## src/rtl/enc_mixer_pkg.sv

```systemverilog
// enc_mixer_pkg: shared step sizes, synchroniser depth and step direction for the encoder mixer.
package enc_mixer_pkg;
    localparam int STEP_SLOW   = 1;
    localparam int STEP_FAST   = 4;
    localparam int SYNC_STAGES = 2;
    typedef enum logic {DIR_UP, DIR_DOWN} dir_e;
endpackage

```

## src/rtl/enc_pwm_mixer_if.sv

```systemverilog
// enc_pwm_mixer_if: encoder pins in, PWM/level/period-sync out.
interface enc_pwm_mixer_if #(
    parameter int NUM_CH    = 3,
    parameter int PWM_WIDTH = 8
);
    logic [NUM_CH-1:0]           enc_a;
    logic [NUM_CH-1:0]           enc_b;
    logic [NUM_CH-1:0]           pwm_out;
    logic [NUM_CH*PWM_WIDTH-1:0] level_out;
    logic                        pwm_sync;
    modport master (output enc_a, enc_b, input pwm_out, level_out, pwm_sync);
    modport slave  (input enc_a, enc_b, output pwm_out, level_out, pwm_sync);
endinterface

```

## src/rtl/enc_channel.sv

```systemverilog
// enc_channel: sync, debounce and decode one encoder into a saturating level.
// Step acceleration is generated only when ENC_MIXER_ACCEL_EN is defined.
module enc_channel
    import enc_mixer_pkg::*;
#(
    parameter int PWM_WIDTH    = 8,
    parameter int DEBOUNCE_CYC = 4,
    parameter int ACCEL_WINDOW = 256
) (
    input  logic                 clk,
    input  logic                 rst_n,
    input  logic                 enc_a_i,
    input  logic                 enc_b_i,
    output logic [PWM_WIDTH-1:0] level_o
);
    localparam int DW = $clog2(DEBOUNCE_CYC + 1);
    localparam int LW = PWM_WIDTH + 1;
    // bit 0 carries phase A, bit 1 phase B
    logic [SYNC_STAGES-1:0][1:0] sync_q;
    logic [1:0]                  deb_q;
    logic [DW-1:0]               cnt_q [2];
    logic                        a_prev_q;
    logic [PWM_WIDTH-1:0]        level_q, level_d;
    logic                        step;
    dir_e                        dir;
    logic [LW-1:0]               amt, sum;
`ifdef ENC_MIXER_ACCEL_EN
    localparam int AW = $clog2(ACCEL_WINDOW + 1);
    // preset to the window so the first step after reset is slow
    logic [AW-1:0] acc_q;
    always_ff @(posedge clk) begin
        if (!rst_n) acc_q <= AW'(ACCEL_WINDOW);
        else if (step) acc_q <= '0;
        else if (acc_q != AW'(ACCEL_WINDOW)) acc_q <= acc_q + 1'b1;
    end
    assign amt = (acc_q < AW'(ACCEL_WINDOW)) ? LW'(STEP_FAST) : LW'(STEP_SLOW);
`else
    assign amt = LW'(STEP_SLOW);
`endif
    always_comb begin
        step    = deb_q[0] & ~a_prev_q;
        dir     = deb_q[1] ? DIR_DOWN : DIR_UP;
        sum     = (dir == DIR_UP) ? {1'b0, level_q} + amt : {1'b0, level_q} - amt;
        level_d = !step ? level_q : sum[PWM_WIDTH] ? {PWM_WIDTH{dir == DIR_UP}} : sum[PWM_WIDTH-1:0];
    end
    always_ff @(posedge clk) begin
        if (!rst_n) begin
            sync_q   <= '0;
            deb_q    <= '0;
            cnt_q    <= '{default: '0};
            a_prev_q <= 1'b0;
            level_q  <= '0;
        end else begin
            sync_q   <= {sync_q[SYNC_STAGES-2:0], enc_b_i, enc_a_i};
            for (int k = 0; k < 2; k++) begin
                if (sync_q[SYNC_STAGES-1][k] == deb_q[k]) cnt_q[k] <= '0;
                else if (cnt_q[k] == DW'(DEBOUNCE_CYC - 1)) begin
                    deb_q[k] <= sync_q[SYNC_STAGES-1][k];
                    cnt_q[k] <= '0;
                end else cnt_q[k] <= cnt_q[k] + 1'b1;
            end
            a_prev_q <= deb_q[0];
            level_q  <= level_d;
        end
    end
    assign level_o = level_q;
endmodule

```

## src/rtl/enc_pwm_mixer.sv

```systemverilog
// enc_pwm_mixer: N encoder channels feeding glitch-free PWM outputs from one shared counter.
// Define ENC_MIXER_ACCEL_EN to enable fast-turn step acceleration in every channel.
module enc_pwm_mixer
    import enc_mixer_pkg::*;
#(
    parameter int NUM_CH       = 3,
    parameter int PWM_WIDTH    = 8,
    parameter int DEBOUNCE_CYC = 4,
    parameter int ACCEL_WINDOW = 256
) (
    input logic            clk,
    input logic            rst_n,
    enc_pwm_mixer_if.slave mix
);
    logic [NUM_CH-1:0][PWM_WIDTH-1:0] level, active_q, active_d;
    logic [PWM_WIDTH-1:0]             cnt_q, cnt_d;
    logic [NUM_CH-1:0]                pwm_q, pwm_d;
    logic                             sync_q;
    for (genvar i = 0; i < NUM_CH; i++) begin : g_ch
        enc_channel #(
            .PWM_WIDTH   (PWM_WIDTH),
            .DEBOUNCE_CYC(DEBOUNCE_CYC),
            .ACCEL_WINDOW(ACCEL_WINDOW)
        ) u_ch (
            .clk    (clk),
            .rst_n  (rst_n),
            .enc_a_i(mix.enc_a[i]),
            .enc_b_i(mix.enc_b[i]),
            .level_o(level[i])
        );
    end
    // compare on next-state values so pwm_q lines up with cnt_q and active_q
    always_comb begin
        cnt_d    = cnt_q + 1'b1;
        active_d = (&cnt_q) ? level : active_q;
        for (int i = 0; i < NUM_CH; i++) pwm_d[i] = cnt_d < active_d[i];
    end
    always_ff @(posedge clk) begin
        if (!rst_n) begin
            cnt_q    <= '0;
            active_q <= '0;
            pwm_q    <= '0;
            sync_q   <= 1'b0;
        end else begin
            cnt_q    <= cnt_d;
            active_q <= active_d;
            pwm_q    <= pwm_d;
            sync_q   <= (cnt_d == '0);
        end
    end
    assign mix.pwm_out   = pwm_q;
    assign mix.level_out = level;
    assign mix.pwm_sync  = sync_q;
endmodule

```

## src/flat_wrapper.sv

```systemverilog
// flat-port wrapper written by rule: the top's interface ports become plain ports
module enc_pwm_mixer_flat import enc_mixer_pkg::*;
#(
    parameter int NUM_CH       = 3,
    parameter int PWM_WIDTH    = 8,
    parameter int DEBOUNCE_CYC = 4,
    parameter int ACCEL_WINDOW = 256
)
  (clk, rst_n, mix_enc_a, mix_enc_b, mix_pwm_out, mix_level_out, mix_pwm_sync);
  enc_pwm_mixer_if #(.NUM_CH(NUM_CH), .PWM_WIDTH(PWM_WIDTH)) mix_i ();
  input logic clk;
  input logic rst_n;
  input wire logic [$bits(mix_i.enc_a)-1:0] mix_enc_a;
  input wire logic [$bits(mix_i.enc_b)-1:0] mix_enc_b;
  output wire logic [$bits(mix_i.pwm_out)-1:0] mix_pwm_out;
  output wire logic [$bits(mix_i.level_out)-1:0] mix_level_out;
  output wire logic [$bits(mix_i.pwm_sync)-1:0] mix_pwm_sync;
  assign mix_i.enc_a = mix_enc_a;
  assign mix_i.enc_b = mix_enc_b;
  assign mix_pwm_out = mix_i.pwm_out;
  assign mix_level_out = mix_i.level_out;
  assign mix_pwm_sync = mix_i.pwm_sync;
  enc_pwm_mixer #(.NUM_CH(NUM_CH), .PWM_WIDTH(PWM_WIDTH), .DEBOUNCE_CYC(DEBOUNCE_CYC), .ACCEL_WINDOW(ACCEL_WINDOW)) u_core (.clk(clk), .rst_n(rst_n), .mix(mix_i));
endmodule
```

## config.mk

```make
export PLATFORM = sky130hd
export DESIGN_NAME = enc_pwm_mixer_flat
export DESIGN_NICKNAME = d
export VERILOG_FILES = /design/src/rtl/enc_mixer_pkg.sv /design/src/rtl/enc_pwm_mixer_if.sv /design/src/rtl/enc_channel.sv /design/src/rtl/enc_pwm_mixer.sv /design/src/flat_wrapper.sv
export SDC_FILE = /design/constraint.sdc
export NUM_CORES = 1
export LEC_CHECK = 0
export ABC_CLOCK_PERIOD_IN_PS = 4300
export BUFFER_PORTS_ARGS = -buffer_cell sky130_fd_sc_hd__buf_2
export CAP_MARGIN = 25
export CORE_UTILIZATION = 65
export DETAILED_ROUTE_END_ITERATION = 12
export PLACE_DENSITY = 0.95
export SLEW_MARGIN = 20
export SYNTH_ARGS = -nofsm -noshare
export SYNTH_HDL_FRONTEND = slang
export SYNTH_SLANG_ARGS = --single-unit
```

## constraint.sdc

```tcl
create_clock -name clk -period 4.3 [get_ports clk]
set_input_delay 0.86 -clock clk [delete_from_list [all_inputs] [get_ports clk]]
set_output_delay 0.86 -clock clk [all_outputs]
set_load 0.03 [all_outputs]
```

==> out/results.tsv, run 1 <==
metric	value	unit
die span in x	90.09	um
Max VDD drop	0.0002247	V
final hold violations	0	
wl on met1	4589	um
Worst Hold Margin	0.4320	ns
total chip power	1.603	mW
crit path kind	register to register	
pre-CTS WS	1.396	ns
Synth Register Bits	99	
starting density of the core	0.6844	
number of global-route vias before repair	3951	
Longest Clk Path Bufs	2	
hold buffers post-CTS	0	
top cell type's share of synthesized area	0.3930	
Via density	5.955	
Clock Pin Slew Worst Setup and Hold Paths	0.11	ns
maxcap violations	0	
IO Port Bufs	35	
via count	4008	
post-cts gate resize count	0	
number of distinct library cells after synthesis	47	
pins over their slew limit	0	
Worst Tran Pin Value	0.8218	ns
I/O pin cnt	36	
Final Wtd Congestion	0.8866	
non-filler cells, final	673	
r2r setup slk	1.17	ns
# setup viols final	0	
CP Data Required Time	4.62	ns
leakage power	2.309	nW
cell taking the most area after synthesis	dfxtp_1	
status	finished, final reports clean	
Post-DP Area	5286	um2
Achievable Freq	319.7	MHz
final worst clock skew	0.01388	ns
first-pass GRT wire length	17640	um
syn_area_per_cell	9.357	um2
Worst-Skew Late Latency	0.38	ns
Min-Delay Startpoint	u_core.g_ch[2].u_ch.cnt_q[3]$_SDFF_PP0_	
Setup WS post-layout	1.172	ns
Layout area overhead	8.831	%
synth warn	0	
final wirelength	10280	um
diodes inserted	0	
Mapped Cells	539	
Final period util	0.7274	
post-CTS setup buffer count	0	
Final HPWL DP	7128	um
DRT iter0 DRCs	212	
EDFF count, synth	0	
die footprint	8115	um2
CTS H-tree lvls	3	
CTS buffer count	9	
most common cell in the netlist	dfxtp_1	
Syn Nets	605	
R2R depth	10	
hold path cells	1	
synth top area cells	dfxtp_1 39%, ha_1 14%, mux2i_1 6.0%, nor2_1 4.5%, a21oi_1 4.2%	
ys async rst share	0	
Startpoint Class	register	
# DRC	0	
critical path peak fanout	16	
Seq/Total Area, Yosys	0.3930	
post-route antenna net violation count	0	
fin crit period	3.128	ns
most common library cells after synthesis	99 x dfxtp_1, 60 x nor2_1, 55 x ha_1, 42 x a21oi_1, 30 x mux2i_1	
number of antenna violations at the first check in global routing	0	
CTS Root Buffer Type	clkbuf_8	
design area	5489	um2
Avg WL per Cell	15.28	um
GRT Overall Usage	0.2673	
remaining global-route overflow	0	
CTS tree	yes	
r2r endpoint	u_core.mix.pwm_out[0]$_SDFF_PN0_	
placed insts	657	
CORE AREA	7370	um2
Met2 Wirelength	5152	um
Die H	90.09	um
RSZ-0062 raised after global routing	false	
Synth Flop Type	dfxtp_1	
Num Clock Sinks	99	
Setup crit end kind	register	
worst r2r src	u_core.cnt_q[0]$_SDFF_PN0_	
DR top layer	met4	
Worst Hold Class	register to register	
Layout Utilization	0.7448	
Layout Nets	635	
Worst Path Arrival	3.45	ns
Mapped Area	5044	um2
Slew Limit Headroom	0.4510	
hold endpoint	u_core.g_ch[2].u_ch.cnt_q[3]$_SDFF_PP0_	
setup_tns	0	ns
TritonRoute pass-1 iters	6	
largest net degree at the start of global routing	47	
wire length on met3	353	um
layout cells sized above 1	0.1028	
cell row count	31	
Pwr Density	292.1	nW/um2
## how the worst max path moves through the flow
stage | from | end | slack [ns] | cells past startpoint
6_report | u_core.cnt_q[0]$_SDFF_PN0_ | u_core.mix.pwm_out[0]$_SDFF_PN0_ | 1.17 | 10
5_1_grt | u_core.cnt_q[0]$_SDFF_PN0_ | u_core.mix.pwm_out[0]$_SDFF_PN0_ | 1.03 | 10
4_1_cts | u_core.cnt_q[0]$_SDFF_PN0_ | u_core.mix.pwm_out[0]$_SDFF_PN0_ | 1.24 | 10
3_5_place_dp | u_core.cnt_q[0]$_SDFF_PN0_ | u_core.mix.pwm_out[0]$_SDFF_PN0_ | 1.40 | 10
3_3_place_gp | u_core.g_ch[2].u_ch.deb_q[1]$_SDFFE_PN0P_ | u_core.g_ch[2].u_ch.level_o[7]$_SDFFE_PN0P_ | 1.57 | 8
2_1_floorplan | u_core.g_ch[2].u_ch.level_o[0]$_SDFFE_PN0P_ | u_core.g_ch[2].u_ch.level_o[7]$_SDFFE_PN0P_ | 1.74 | 9
## cell usage in the layout, fill, tap and decap left out, types with 12 or more instances in the layout
cell type and n:
a21oi_1 42, and2_1 24, buf_2 35, dfxtp_1 99
ha_1 55, inv_1 28, maj3_1 17, mux2i_1 30
nor2_1 59, o21ai_0 25, xnor2_1 12, xor2_1 15
## layer usage
| layer | GRT usage | vias up |
|---|---|---|
| li1 | - | 1957 |
| met1 | 0.3226 | 1938 |
| met2 | 0.4796 | 93 |
| met3 | 0.02961 | 20 |
| met4 | 0.1142 | 0 |
| met5 | 0 | - |
## critical path, cell delays in order (launching register included)
cell and delay (ns):
dfxtp_1 0.50, ha_1 0.29, nand3_1 0.13, nor2_2 0.49, buf_4 0.40, mux2i_1 0.32
ha_1 0.31, nand4_1 0.15, nor2_1 0.08, nor3_1 0.20, o311a_1 0.21
## layout make-up
class                   instances  area [um2]
flip-flops and latches         99        1982
clock inverters                 7       78.83
multi-input cells             393        2878
inverters                      28       105.1
clock buffers                   9       123.9
repair buffers                 38       197.7
fillers                       510        1881
well taps                      99       123.9
## where the power goes
part           internal, mW  total (mW)  switching, mW
registers             0.930       0.939        0.00874
logic                0.0280      0.0726         0.0446
clock network         0.230       0.592          0.362
total                  1.19        1.60          0.415
## sequential cells by signal (all words and copies together) (netlist names)
register / flops
u_core.cnt_q: 8
u_core.active_q: 24
u_core.g_ch.u_ch.level_o: 24
u_core.mix.pwm_sync: 1
u_core.mix.pwm_out: 3
u_core.g_ch.u_ch.cnt_q: 18
u_core.g_ch.u_ch.deb_q: 6
u_core.g_ch.u_ch.a_prev_q: 3
u_core.g_ch.u_ch.sync_q: 12
## logic make-up (layout without fill, tap and decap cells)
family | after synthesis | after routing | share of synthesized area
xor+xnor | 27 | 27 | 0.04689
simple gates | 160 | 160 | 0.1590
fa+ha+maj | 75 | 75 | 0.1821
buf+inv | 47 | 82 | 0.03696
mux | 30 | 30 | 0.05954
compound gates | 101 | 101 | 0.1226
flops | 99 | 99 | 0.3930
Note: power is estimated with default switching activity, not from simulation.
==> run 2, diff against run 1 <==
Settings changed: ABC_CLOCK_PERIOD_IN_PS 4300 to 3200, CORE_UTILIZATION 65 to 60, PLACE_DENSITY 0.95 to 0.89.
Clock period 4.3 ns to 3.2 ns, I/O delays scaled along.
==> out/results.tsv, run 2 (synthesis gave the netlist of run 1 again) <==
metric	value	unit	change
worst r2r src	u_core.cnt_q[0]$_SDFF_PN0_		
Worst Hold Class	register to register		
Worst-Skew Late Latency	0.37	ns	about the same
Post-DP Area	5331	um2	+0.85%
design area	5547	um2	+1.0%
wl on met1	4609	um	+0.44%
cell family with most CP delay	simple AND/OR/NAND/NOR gates		
Layout Nets	640		+0.79%
diodes inserted	0		unchanged
leakage power	2.342	nW	+1.4%
slowest stage delay, CP	0.50	ns	about the same
critical path peak fanout	16		unchanged
total chip power	2.204	mW	+37%
Final period util	0.8286		+0.1012
final hold violations	0		unchanged
r2r setup slk	0.55	ns	-0.62 ns
post-route antenna net violation count	0		unchanged
Pwr Density	397.3	nW/um2	+36%
Avg WL per Cell	14.36	um	-6.0%
Setup crit end kind	register		
IO Port Bufs	35		unchanged
Slew Limit Headroom	0.4390		-0.01203
Crit path top cell by count	ha_1		
Via density	5.599		-6.0%
CORE AREA	8175	um2	+11%
fin crit period	2.652	ns	-0.4765 ns
most frequent cells in the layout	99 x dfxtp_1, 59 x nor2_1, 55 x ha_1, 42 x a21oi_1, 35 x buf_2		
CTS buffer count	9		unchanged
I/O pin cnt	36		unchanged
TritonRoute pass-1 iters	6		unchanged
CP cell instances	ha_1 > nand3_1 > nor2_2 > buf_4 > mux2i_1 > ha_1 > nand4_1 > nor2_1 > nor3_1 > o311a_1		
placed insts	668		+1.7%
final worst clock skew	0.01149	ns	-0.002395 ns
layout cells sized above 1	0.1105		+0.007748
hold buffers post-CTS	0		unchanged
remaining global-route overflow	0		unchanged
Buf/Inv on CP	1		unchanged
Num Clock Sinks	99		unchanged
Clock Pin Slew Worst Setup and Hold Paths	0.10	ns	about the same
# DRC	0		unchanged
maxcap violations	0		unchanged
wire length on met3	373	um	+5.7%
post-cts gate resize count	0		unchanged
crit path kind	register to register		
via count	3830		-4.4%
Layout Utilization	0.6785		-0.06637
post-CTS setup buffer count	0		unchanged
pins over their slew limit	0		unchanged
CP Data Required Time	3.51	ns	-1.11 ns
final wirelength	9822	um	-4.5%
pre-CTS WS	0.6929	ns	-0.7030 ns
CTS H-tree lvls	3		unchanged
slowest CP cell	dfxtp_1		
Worst Tran Pin Value	0.8398	ns	+0.01801 ns
Final HPWL DP	7130	um	about the same
DRT iter0 DRCs	180		-15%
Achievable Freq	377.1	MHz	+18%
Met2 Wirelength	4710	um	-8.6%
DR top layer	met4		
largest net degree at the start of global routing	47		unchanged
starting density of the core	0.6169		-0.06745
most common cell after layout, fill and taps aside	dfxtp_1		
hold endpoint	u_core.g_ch[2].u_ch.cnt_q[3]$_SDFF_PP0_		
setup_tns	0	ns	unchanged
die span in x	93.69	um	+4.0%
number of antenna violations at the first check in global routing	0		unchanged
CTS Root Buffer Type	clkbuf_8		
Longest Clk Path Bufs	2		unchanged
Final Wtd Congestion	0.8322		-6.1%
non-filler cells, final	684		+1.6%
number of fill cells in the layout	599		+17%
GRT Overall Usage	0.2354		-0.03185
Startpoint Class	register		
Layout area overhead	9.973	%	
Die H	93.69	um	+4.0%
Min-Delay Startpoint	u_core.g_ch[2].u_ch.cnt_q[3]$_SDFF_PP0_		
r2r endpoint	u_core.mix.pwm_out[0]$_SDFF_PN0_		
hold path cells	1		unchanged
Setup WS post-layout	0.5485	ns	-0.6235 ns
CTS tree	yes		
# setup viols final	0		unchanged
cell row count	33		+6.5%
Worst Path Arrival	2.96	ns	-0.49 ns
RSZ-0062 raised after global routing	false		
Max VDD drop	0.0002495	V	+11%
first-pass GRT wire length	16170	um	-8.3%
die footprint	8777	um2	+8.2%
R2R depth	10		unchanged
status	finished, final reports clean		
number of global-route vias before repair	3542		-10%
Worst Hold Margin	0.4252	ns	-0.006757 ns
-- run 2: routing by layer --
metal  up-vias  GRT usage
met5         -          0
li1       1961          -
met1      1776     0.3048
met4         0    0.09103
met2        81     0.3863
met3        12    0.04612
-- run 2: worst max-delay path by stage --
stage	from	end	slack, ns	cells past startpoint
after detailed placement	u_core.cnt_q[0]$_SDFF_PN0_	u_core.mix.pwm_out[0]$_SDFF_PN0_	0.69	10
after global placement	u_core.g_ch[2].u_ch.deb_q[1]$_SDFFE_PN0P_	u_core.g_ch[2].u_ch.level_o[7]$_SDFFE_PN0P_	0.79	9
final	u_core.cnt_q[0]$_SDFF_PN0_	u_core.mix.pwm_out[0]$_SDFF_PN0_	0.55	10
after floorplan	u_core.g_ch[2].u_ch.level_o[0]$_SDFFE_PN0P_	u_core.g_ch[2].u_ch.level_o[7]$_SDFFE_PN0P_	0.64	9
after CTS	u_core.cnt_q[0]$_SDFF_PN0_	u_core.mix.pwm_out[0]$_SDFF_PN0_	0.60	10
after global routing	u_core.cnt_q[0]$_SDFF_PN0_	u_core.mix.pwm_out[0]$_SDFF_PN0_	0.38	10
-- run 2: worst register-to-register path, cell delays in order (launching register included) --
cell and delay (ns):
dfxtp_1 0.50, ha_1 0.29, nand3_1 0.11, nor2_2 0.11, buf_4 0.30, mux2i_1 0.37
ha_1 0.31, nand4_1 0.15, nor2_1 0.07, nor3_1 0.18, o311a_1 0.22
-- run 2: cell type report --
type | instances | area (um2) | area share
Tap cell | 105 | 131.4 | 0.02369
Inverter | 28 | 105.1 | 0.01895
Sequential cell | 99 | 1982 | 0.3573
Multi-Input combinational cell | 393 | 2878 | 0.5188
Clock inverter | 6 | 77.57 | 0.01399
Clock buffer | 10 | 137.6 | 0.02481
Timing Repair Buffer | 43 | 235.2 | 0.04241
-- run 2: where the power goes --
group	internal (mW)	switching [mW]
registers	1.25	0.0104
clock network	0.399	0.447
logic	0.0379	0.0603
total	1.69	0.517
==> run 3, diff against run 2 <==
Settings changed: ABC_AREA from default to 1, ABC_CLOCK_PERIOD_IN_PS 3200 to 2600, CORE_UTILIZATION 60 to 61, PLACE_DENSITY 0.89 to 0.9.
Clock period 3.2 ns to 2.6 ns, I/O delays scaled along.
==> out/results.tsv, run 3 <==
metric	value	unit	change
status	finished, final reports clean		
synth warn	0		unchanged
slowest CP cell	dfxtp_1		
setup_tns	0	ns	unchanged
number of distinct library cells after synthesis	32		-32%
hold path cells	3		+2
cell taking the most area after synthesis	dfxtp_1		
total chip power	2.640	mW	+20%
Mapped Area	5201	um2	+3.1%
Startpoint Class	register		
r2r endpoint	u_core.mix.pwm_out[1]$_SDFF_PN0_		
Pwr Density	468.1	nW/um2	+18%
slowest stage delay, CP	0.43	ns	-0.07 ns
worst r2r src	u_core.cnt_q[0]$_SDFF_PN0_		
IO Port Bufs	35		unchanged
post-route antenna net violation count	0		unchanged
Crit path top cell by count	ha_1		
Avg WL per Cell	13.05	um	-9.2%
Achievable Freq	435.8	MHz	+16%
Longest Clk Path Bufs	2		unchanged
Worst Hold Margin	0.3182	ns	-0.1070 ns
Synth Flop Type	dfxtp_1		
die span in x	94.34	um	+0.70%
first-pass GRT wire length	18140	um	+12%
Die H	94.34	um	+0.70%
CTS Root Buffer Type	clkbuf_8		
cell family with most CP delay	simple AND/OR/NAND/NOR gates		
# DRC	0		unchanged
CORE AREA	8217	um2	+0.51%
Via density	5.378		-4.0%
synth top area cells	dfxtp_1 38%, ha_1 13%, nand2_1 11%, inv_1 6.6%, nor2_1 5.6%		
Min-Delay Startpoint	mix_enc_b[0]		
Worst-Skew Late Latency	0.38	ns	about the same
via count	4383		+14%
RSZ-0062 raised after global routing	false		
Max VDD drop	0.0002723	V	+9.1%
Layout area overhead	8.444	%	
final worst clock skew	0.007985	ns	-0.003502 ns
CP cell instances	ha_1 > nand2_1 > nor2_4 > nand2_8 > mux2i_1 > ha_1 > a21oi_1 > o211ai_1 > a21oi_2		
R2R depth	9		-1
Clock Pin Slew Worst Setup and Hold Paths	0.10	ns	about the same
CTS H-tree lvls	3		unchanged
Final Wtd Congestion	0.8509		+2.2%
final hold violations	0		unchanged
top cell type's share of synthesized area	0.3810		-0.01191
CP Data Required Time	2.91	ns	-0.60 ns
largest net degree at the start of global routing	47		unchanged
final wirelength	10630	um	+8.2%
post-CTS setup buffer count	0		unchanged
Mapped Cells	669		+24%
Final HPWL DP	7815	um	+9.6%
I/O pin cnt	36		unchanged
most common cell in the netlist	nand2_1		
Worst Path Arrival	2.60	ns	-0.36 ns
most frequent cells in the layout	147 x nand2_1, 99 x dfxtp_1, 92 x inv_1, 78 x nor2_1, 56 x a21oi_1		
# setup viols final	0		unchanged
diodes inserted	0		unchanged
remaining global-route overflow	0		unchanged
syn_area_per_cell	7.775	um2	-17%
post-cts gate resize count	0		unchanged
CTS tree	yes		
most common cell after layout, fill and taps aside	nand2_1		
starting density of the core	0.6330		+0.01609
layout cells sized above 1	0.1282		+0.01763
Synth Register Bits	99		unchanged
pins over their slew limit	0		unchanged
Final period util	0.8825		+0.05389
Slew Limit Headroom	0.4874		+0.04834
most common library cells after synthesis	147 x nand2_1, 99 x dfxtp_1, 92 x inv_1, 78 x nor2_1, 56 x a21oi_1		
GRT Overall Usage	0.2592		+0.02376
Buf/Inv on CP	0		-1
fin crit period	2.294	ns	-0.3570 ns
leakage power	2.886	nW	+23%
CTS buffer count	9		unchanged
r2r setup slk	0.31	ns	-0.24 ns
Setup crit end kind	register		
Seq/Total Area, Yosys	0.3810		-0.01191
crit path kind	register to register		
Worst Tran Pin Value	0.7678	ns	-0.07191 ns
Layout Nets	771		+20%
critical path peak fanout	27		+11
DRT iter0 DRCs	171		-5.0%
EDFF count, synth	0		unchanged
die footprint	8900	um2	+1.4%
ys async rst share	0		unchanged
number of antenna violations at the first check in global routing	0		unchanged
cell row count	33		unchanged
hold endpoint	u_core.g_ch[0].u_ch.sync_q[1]$_SDFF_PN0_		
Crit path depth	9		-1
Num Clock Sinks	99		unchanged
Syn Nets	735		+21%
maxcap violations	0		unchanged
hold buffers post-CTS	0		unchanged
Worst Hold Class	input port to register		
number of global-route vias before repair	4317		+22%
TritonRoute pass-1 iters	4		-2
-- run 3: layout make-up --
type                            count  area, um2
Clock buffer                        9      123.9
Clock inverter                      7      66.31
Multi-Input combinational cell    459       2779
Fill cell                         666       2576
Sequential cell                    99       1982
Inverter                          100      375.4
Timing Repair Buffer               36      182.7
Tap cell                          105      131.4
-- run 3: worst reg2reg max path, delay by kind of cell, from the launching register on --
family	cells	cell delay, ns
adder cells (fa/ha/maj)	2	0.48
flip-flops	1	0.43
AO/OA/AOI/OAI	3	0.46
multiplexers	1	0.28
AND/OR/NAND/NOR	3	0.57
-- run 3: power breakdown --
part | total, mW | switching, mW | internal (mW) | leakage, nW
registers | 1.55 | 0.0118 | 1.54 | 0.801
logic | 0.131 | 0.0863 | 0.0444 | 1.99
clock network | 0.960 | 0.587 | 0.373 | 0.0982
-- run 3: metal layers --
metal	vias to the layer above	global-route usage	wire, um
li1	2211	-	-
met1	2057	0.2951	4580
met2	81	0.4650	5374
met3	34	0.03704	361
met4	0	0.1410	315
met5	-	0	0
-- run 3: per-stage QoR --
step	cells	cell area, um2	utilization	setup slack, ns
2_1_floorplan	669	5201	-	0.5906
3_3_place_gp	799	5450	0.6633	0.4988
3_5_place_dp	799	5450	0.6633	0.3580
4_1_cts	815	5640	0.6865	0.3209
5_1_grt	815	5640	0.6865	0.1209
6_report	815	5640	0.6865	0.3055
-- run 3: kinds of logic after synthesis --
group,after synthesis,share of synthesized area
XOR/XNOR,12,0.02021
multiplexers,18,0.04474
AND/OR/NAND/NOR,273,0.2194
buffers and inverters,111,0.08468
adder cells (fa/ha/maj),58,0.1439
flip-flops,99,0.3810
AO/OA/AOI/OAI,98,0.1061
-- run 3: how the worst max path moves through the flow --
stage,slack (ns),start,to
5_1_grt,0.12,u_core.g_ch[1].u_ch.deb_q[1]$_SDFFE_PN0P_,u_core.g_ch[1].u_ch.level_o[3]$_SDFFE_PN0P_
6_report,0.31,u_core.cnt_q[0]$_SDFF_PN0_,u_core.mix.pwm_out[1]$_SDFF_PN0_
4_1_cts,0.32,u_core.cnt_q[0]$_SDFF_PN0_,u_core.mix.pwm_out[1]$_SDFF_PN0_
3_5_place_dp,0.36,u_core.cnt_q[0]$_SDFF_PN0_,u_core.mix.pwm_out[1]$_SDFF_PN0_
2_1_floorplan,0.59,u_core.cnt_q[0]$_SDFF_PN0_,u_core.mix.pwm_out[0]$_SDFF_PN0_
3_3_place_gp,0.50,u_core.cnt_q[0]$_SDFF_PN0_,u_core.mix.pwm_out[0]$_SDFF_PN0_
